**config.mk**
```make
export PLATFORM = sky130hd
export DESIGN_NAME = conv_stream_feeder
export DESIGN_NICKNAME = d
export VERILOG_FILES = /design/src/rtl/conv_stream_feeder.sv
export SDC_FILE = /design/constraint.sdc
export NUM_CORES = 1
export LEC_CHECK = 0
export ABC_AREA = 1
export CAP_MARGIN = 10
export CORE_AREA = 10 10 169 171
export DETAILED_ROUTE_END_ITERATION = 16
export DIE_AREA = 0 0 179 181
export PLACE_DENSITY = 0.6
export SLEW_MARGIN = 20
export SYNTH_ARGS = -nofsm -noshare
export SYNTH_HDL_FRONTEND = slang
export SYNTH_SLANG_ARGS = --single-unit
```
**constraint.sdc**
```tcl
create_clock -name clk -period 5.09 [get_ports clk]
set_input_delay 1.018 -clock clk [delete_from_list [all_inputs] [get_ports clk]]
set_output_delay 1.018 -clock clk [all_outputs]
set_load 0.01 [all_outputs]
```
**src/rtl/conv_stream_feeder.sv**
```systemverilog
// Per (kernel, channel): 2 kernel words, then 61 rows x 32 column-pair fmap words; start->first out_valid is 3 edges.
// One word per cycle; in_hold freezes counters, pipeline and outputs, and gates both SRAM read enables.
module conv_stream_feeder #(
  parameter int DATA_W   = 8,
  parameter int FMAP_DIM = 64,
  parameter int KNL_DIM  = 4
) (
  input  logic                     clk,
  input  logic                     rst,
  input  logic                     in_start,
  input  logic                     in_hold,
  input  logic [2:0]               in_cfg_ci,
  input  logic [2:0]               in_cfg_co,
  output logic [10:0]              out_knl_addr,
  output logic                     out_knl_re,
  input  logic [8*DATA_W-1:0]      in_knl_rdata,
  output logic [15:0]              out_fm_addr0,
  output logic [15:0]              out_fm_addr1,
  output logic [15:0]              out_fm_addr2,
  output logic [15:0]              out_fm_addr3,
  output logic                     out_fm_re,
  input  logic [2*DATA_W-1:0]      in_fm_rdata0,
  input  logic [2*DATA_W-1:0]      in_fm_rdata1,
  input  logic [2*DATA_W-1:0]      in_fm_rdata2,
  input  logic [2*DATA_W-1:0]      in_fm_rdata3,
  output logic signed [DATA_W-1:0] out_data0,
  output logic signed [DATA_W-1:0] out_data1,
  output logic signed [DATA_W-1:0] out_data2,
  output logic signed [DATA_W-1:0] out_data3,
  output logic signed [DATA_W-1:0] out_data4,
  output logic signed [DATA_W-1:0] out_data5,
  output logic signed [DATA_W-1:0] out_data6,
  output logic signed [DATA_W-1:0] out_data7,
  output logic                     out_valid,
  output logic                     out_knl,
  output logic                     out_busy,
  output logic                     out_done
);
  localparam int OUT_DIM = FMAP_DIM - KNL_DIM + 1;
  localparam int PAIRS   = FMAP_DIM / 2;
  localparam int RW      = $clog2(OUT_DIM);
  localparam int PW      = $clog2(PAIRS);
  localparam logic [RW-1:0] R_LAST = RW'(OUT_DIM - 1);
  localparam logic [PW-1:0] P_LAST = PW'(PAIRS - 1);

  typedef enum logic [1:0] {S_IDLE, S_RUN, S_DRAIN, S_DONE} state_t;

  state_t state_q, state_d;

  logic [4:0]          k_q, k_d, c_q, c_d;
  logic [4:0]          nci_m1_q, nci_m1_d, nco_m1_q, nco_m1_d;
  logic [RW-1:0]       r_q, r_d;
  logic [PW-1:0]       p_q, p_d;
  logic                w_q, w_d, knl_ph_q, knl_ph_d;
  logic [10:0]         knl_addr_q, knl_addr_d, knl_addr_nx;
  logic [15:0]         fm_addr_q [4];
  logic [15:0]         fm_addr_d [4];
  logic [15:0]         fm_addr_nx [4];
  logic                knl_re_q, knl_re_d, fm_re_q, fm_re_d;
  logic                vld_b_q, vld_b_d, knl_b_q, knl_b_d;
  logic                vld_c_q, vld_c_d, knl_c_q, knl_c_d;
  logic [DATA_W-1:0]   data_q [8];
  logic [DATA_W-1:0]   data_d [8];
  logic [DATA_W-1:0]   lane [8];
  logic [2*DATA_W-1:0] fm_rdata [4];
  logic                adv, last_addr, busy, done;

  function automatic logic [4:0] cfg_last(input logic [2:0] cfg);
    case (cfg)
      3'd0:    return 5'd7;
      3'd1:    return 5'd15;
      3'd2:    return 5'd23;
      default: return 5'd31;
    endcase
  endfunction

  assign fm_rdata[0] = in_fm_rdata0;
  assign fm_rdata[1] = in_fm_rdata1;
  assign fm_rdata[2] = in_fm_rdata2;
  assign fm_rdata[3] = in_fm_rdata3;

  assign adv       = (state_q == S_RUN) && !in_hold;
  assign last_addr = !knl_ph_q && (p_q == P_LAST) && (r_q == R_LAST) &&
                     (c_q == nci_m1_q) && (k_q == nco_m1_q);

  // FSM: state register
  always_ff @(posedge clk or posedge rst) begin
    if (rst) state_q <= S_IDLE;
    else     state_q <= state_d;
  end

  // FSM: next state
  always_comb begin
    state_d = state_q;
    case (state_q)
      S_IDLE:  if (in_start) state_d = S_RUN;
      S_RUN:   if (adv && last_addr) state_d = S_DRAIN;
      S_DRAIN: if (!in_hold && !knl_re_q && !fm_re_q && !vld_b_q) state_d = S_DONE;
      default: state_d = S_IDLE;
    endcase
  end

  // FSM: outputs
  always_comb begin
    busy = (state_q == S_RUN) || (state_q == S_DRAIN);
    done = (state_q == S_DONE);
  end

  always_comb begin
    knl_addr_nx = 11'((int'(k_q) * (int'(nci_m1_q) + 1) + int'(c_q)) * 2 + int'(w_q));
    for (int i = 0; i < 4; i++) begin
      fm_addr_nx[i] = 16'(int'(c_q) * FMAP_DIM * PAIRS + (int'(r_q) + i) * PAIRS + int'(p_q));
    end
  end

  // Fmap words put the even column of rows r..r+3 on lanes 0..3 and the odd column on lanes 4..7.
  always_comb begin
    for (int i = 0; i < 4; i++) begin
      lane[i]     = fm_rdata[i][DATA_W-1:0];
      lane[i + 4] = fm_rdata[i][2*DATA_W-1:DATA_W];
    end
    if (knl_b_q) begin
      for (int n = 0; n < 8; n++) lane[n] = in_knl_rdata[n*DATA_W +: DATA_W];
    end
  end

  always_comb begin
    k_d        = k_q;
    c_d        = c_q;
    r_d        = r_q;
    p_d        = p_q;
    w_d        = w_q;
    knl_ph_d   = knl_ph_q;
    nci_m1_d   = nci_m1_q;
    nco_m1_d   = nco_m1_q;
    knl_addr_d = knl_addr_q;
    fm_addr_d  = fm_addr_q;
    knl_re_d   = knl_re_q;
    fm_re_d    = fm_re_q;
    vld_b_d    = vld_b_q;
    knl_b_d    = knl_b_q;
    vld_c_d    = vld_c_q;
    knl_c_d    = knl_c_q;
    data_d     = data_q;

    if ((state_q == S_IDLE) && in_start) begin
      k_d      = '0;
      c_d      = '0;
      r_d      = '0;
      p_d      = '0;
      w_d      = 1'b0;
      knl_ph_d = 1'b1;
      nci_m1_d = cfg_last(in_cfg_ci);
      nco_m1_d = cfg_last(in_cfg_co);
    end

    if (adv) begin
      knl_addr_d = knl_addr_nx;
      fm_addr_d  = fm_addr_nx;
      knl_re_d   = knl_ph_q;
      fm_re_d    = !knl_ph_q;
      if (knl_ph_q) begin
        w_d = !w_q;
        if (w_q) knl_ph_d = 1'b0;
      end else if (p_q != P_LAST) begin
        p_d = p_q + 1'b1;
      end else begin
        p_d = '0;
        if (r_q != R_LAST) begin
          r_d = r_q + 1'b1;
        end else begin
          r_d      = '0;
          knl_ph_d = 1'b1;
          if (c_q != nci_m1_q) begin
            c_d = c_q + 5'd1;
          end else begin
            c_d = '0;
            if (k_q != nco_m1_q) k_d = k_q + 5'd1;
          end
        end
      end
    end else if (!in_hold) begin
      knl_re_d = 1'b0;
      fm_re_d  = 1'b0;
    end

    // Stages B and C advance in lockstep with stage A; the SRAM keeps rdata while re is low.
    if (!in_hold) begin
      vld_b_d = knl_re_q || fm_re_q;
      knl_b_d = knl_re_q;
      vld_c_d = vld_b_q;
      if (vld_b_q) begin
        knl_c_d = knl_b_q;
        data_d  = lane;
      end
    end
  end

  always_ff @(posedge clk or posedge rst) begin
    if (rst) begin
      k_q        <= '0;
      c_q        <= '0;
      r_q        <= '0;
      p_q        <= '0;
      w_q        <= 1'b0;
      knl_ph_q   <= 1'b1;
      nci_m1_q   <= '0;
      nco_m1_q   <= '0;
      knl_addr_q <= '0;
      knl_re_q   <= 1'b0;
      fm_re_q    <= 1'b0;
      vld_b_q    <= 1'b0;
      knl_b_q    <= 1'b0;
      vld_c_q    <= 1'b0;
      knl_c_q    <= 1'b0;
      for (int i = 0; i < 4; i++) fm_addr_q[i] <= '0;
      for (int n = 0; n < 8; n++) data_q[n] <= '0;
    end else begin
      k_q        <= k_d;
      c_q        <= c_d;
      r_q        <= r_d;
      p_q        <= p_d;
      w_q        <= w_d;
      knl_ph_q   <= knl_ph_d;
      nci_m1_q   <= nci_m1_d;
      nco_m1_q   <= nco_m1_d;
      knl_addr_q <= knl_addr_d;
      knl_re_q   <= knl_re_d;
      fm_re_q    <= fm_re_d;
      vld_b_q    <= vld_b_d;
      knl_b_q    <= knl_b_d;
      vld_c_q    <= vld_c_d;
      knl_c_q    <= knl_c_d;
      fm_addr_q  <= fm_addr_d;
      data_q     <= data_d;
    end
  end

  assign out_knl_addr = knl_addr_q;
  assign out_fm_addr0 = fm_addr_q[0];
  assign out_fm_addr1 = fm_addr_q[1];
  assign out_fm_addr2 = fm_addr_q[2];
  assign out_fm_addr3 = fm_addr_q[3];
  assign out_knl_re   = knl_re_q && !in_hold;
  assign out_fm_re    = fm_re_q && !in_hold;
  assign out_data0    = data_q[0];
  assign out_data1    = data_q[1];
  assign out_data2    = data_q[2];
  assign out_data3    = data_q[3];
  assign out_data4    = data_q[4];
  assign out_data5    = data_q[5];
  assign out_data6    = data_q[6];
  assign out_data7    = data_q[7];
  assign out_valid    = vld_c_q && !in_hold;
  assign out_knl      = knl_c_q;
  assign out_busy     = busy;
  assign out_done     = done;

endmodule

```
==> out/qor.csv <==
metric,value,unit
setup_total_negative_slack,0,ps
worst_hold_path_type,reg -> reg,
cts_setup_buffers,0,
grt_overflow_total,0,
numCtsBuffers,17,
design.core.area,25000,um^2
synth.area.top_cells,"sky130_fd_sc_hd__dfrtp_1, sky130_fd_sc_hd__nand2_1, sky130_fd_sc_hd__o21ai_0, sky130_fd_sc_hd__ha_1, sky130_fd_sc_hd__nor2_1",
seq_cells_post_synth,158,
final.period_utilization,72.4,%
synth_most_common_cell,sky130_fd_sc_hd__nand2_1,
arrival,3990,ps
synth.largest_area_cell,sky130_fd_sc_hd__dfrtp_1,
yosysSeqAreaShare,48.1,%
cell_chosen_for_the_clock_root,sky130_fd_sc_hd__clkbuf_16,
slew_headroom,38.9,%
detailed_place_hpwl,20800,um
dr_total_vias,7513,
timing.max_cap.violations,0,
timing.critical_path.to_type,flop,
layout-area-overhead-vs-synth,43.4,%
maximum_ir_drop_on_the_vdd_rail,0.197,mV
critical_path.max_fanout,7,
ctsHoldBuffers,0,
synth.net_count,1187,
syn_avg_cell_area,8.26,um^2
post_drt_via_cell_ratio,4.74,
fill_cells,2433,
port_buffers,282,
synth_largest_type_area_fraction,47.8,%
static-leakage-power,5.49,nW
layout-drive-gt1-share,5.25,%
initial_utilization,32.9,%
synth_async_sr_flop_share,100,%
area_of_the_multi_input_gates,3650,um^2
power-per-cell-area,437,nW/um^2
fin_skew,11.5,ps
yosys.cell_types.count,34,
ioPinCount,283,
postRouteAntennaNets,0,
dieArea,32400,um^2
timing.final.setup_violations,0,
timing_hold_violations_final,0,
post_detailed_route_drc_marker_count,0,
cts-htree-levels,4,
grt_pass1_vias,7545,
yosys_warnings,0,
yosys_most_used_dff,sky130_fd_sc_hd__dfrtp_1,
cts_tree,built,
post_drt_wl_per_cell,17.7,um
sequential_cell_area,3960,um^2
synth_edf_count,0,
worst_skew_pair.late_latency,430,ps
worst_margin_slew,916,ps
grt_start_max_net_pins,87,
global_route_wire_length_before_repair,43400,um
detail_route.iter0.violations,521,
grt_usage,16.8,%
floorplan.die.height,181,um
antenna_diode_instance_count,0,
syn_area,8230,um^2
crit_type,reg -> reg,
worstPathRequired,5400,ps
total_number_of_nets_in_the_final_design,1434,
cts.reportedPaths.clkPinSlew,70,ps
timing.hold.ws,483,ps
die_width,179,um
post_cts_resized,0,
peak_clock_frequency_supported_by_timing,271,MHz
drt_pass1_iterations,5,
status,"complete, no violations",
tritoncts_num_sinks,158,
fin_crit,3680,ps
critical_path.startpoint_type,flop,
wirelength,28200,um
final_weighted_congestion_in_routability_driven_placement,0.853,
post_synth_inst_count,996,
clock_path_buffers,2,
grt_antenna_before_repair,2,
rsz_0062_raised_after_global_routing,false,
synth_top_cells_by_count,"sky130_fd_sc_hd__nand2_1, sky130_fd_sc_hd__dfrtp_1, sky130_fd_sc_hd__o21ai_0, sky130_fd_sc_hd__nor2_1, sky130_fd_sc_hd__inv_1",
core.rowCount,58,
report.final.slew_viol_count,0,
cell usage in the layout, fill, tap and decap left out, drive strengths merged:
cell / n
buf: 8
inv: 83
nand3: 32
a31oi: 1
o21bai: 1
nor3: 2
fa: 6
xor2: 10
nor3b: 1
a31o: 1
nand4: 6
dfstp: 1
o21a: 1
o22ai: 8
or2: 2
nand3b: 1
o21ai: 181
nor2: 119
nand2: 257
clkinv: 3
ha: 47
dfrtp: 157
a21oi: 17
xnor2: 6
clkdlybuf4s50: 282
clkbuf: 18
bufinv: 2
clkinvlp: 3
final timing paths:
check | startpoint | endpoint | slack (ps) | depth (start not counted)
max | nci_m1_q[2] | out_knl_addr[8] | 1410 | 14
min | out_knl_addr[8] | out_knl_addr[8] | 480 | 2
max reg2reg | nci_m1_q[2] | out_knl_addr[8] | 1410 | 14
min reg2reg | out_knl_addr[8] | out_knl_addr[8] | 480 | 2
max in group asynchronous | rst | out_data5[1] | 2910 | 3
min in group asynchronous | rst | out_fm_addr3[6] | 1000 | 2
through the flow:
step	worst slack [ps]	cells	power (mW)	utilization (%)	instance area, um^2
floorplan	1760	996	2.77	-	8230
global placement	1560	1554	3.87	44.7	11200
detailed placement	1470	1554	3.89	44.7	11200
CTS	1440	1586	5.25	47.1	11800
global route	1280	1586	5.49	47.1	11800
finish	1410	1586	5.16	47.1	11800
sequential cells by signal (all words and copies together) (netlist names), 2 cells and up:
name and count:
out_fm_addr3 10, out_data6 8, out_data0 8, out_data4 8
out_fm_addr1 11, nci_m1_q 3, state_q 2, out_data5 8
out_data3 8, out_data1 8, out_data7 8, out_fm_addr0 16
out_data2 8, out_fm_addr2 10, out_knl_addr 11, p_q 5
k_q 5, nco_m1_q 2, r_q 6, c_q 5
critical path, stage by stage (launching register included):
cell and delay (ps):
sky130_fd_sc_hd__dfrtp_1 460, sky130_fd_sc_hd__ha_1 240, sky130_fd_sc_hd__xnor2_1 390, sky130_fd_sc_hd__nor2_1 100, sky130_fd_sc_hd__fa_1 450, sky130_fd_sc_hd__ha_1 310
sky130_fd_sc_hd__fa_1 490, sky130_fd_sc_hd__ha_1 400, sky130_fd_sc_hd__nand2_1 120, sky130_fd_sc_hd__nand2_1 60, sky130_fd_sc_hd__nand2_1 60, sky130_fd_sc_hd__nand3_1 90
sky130_fd_sc_hd__or2_2 280, sky130_fd_sc_hd__nand3_1 70, sky130_fd_sc_hd__nand2_1 60
per-layer routing:
layer / track usage [%] / wire length, um / share of wire [%]
met4: 3.80 / 234 / 0.83
met5: 0 / 23 / 0.082
met3: 4.55 / 1960 / 7.0
met1: 21.2 / 12300 / 44
met2: 28.1 / 13600 / 48
area by class of cell:
| class | count | area share (%) |
|---|---|---|
| multi-input cells | 699 | 30.9 |
| flip-flops and latches | 158 | 33.5 |
| clock inverters | 14 | 1.46 |
| repair buffers | 290 | 24.4 |
| inverters | 77 | 2.49 |
| well taps | 330 | 3.50 |
| clock buffers | 18 | 3.64 |
power breakdown:
group	switching (mW)	internal, mW
combinational	1.03	0.946
clock	0.585	0.745
sequential	0.231	1.62
logic make-up after synthesis:
kind of cell,Yosys count,synth area share [%]
AOI/OAI and AO/OA,210,13.0
xor gates and xnor gates,16,1.70
adders and majority gates,53,8.61
buffers and inverters,139,7.68
DFF,158,48.1
and+or+nand+nor,420,20.9
(Power assumes the default switching activity.)
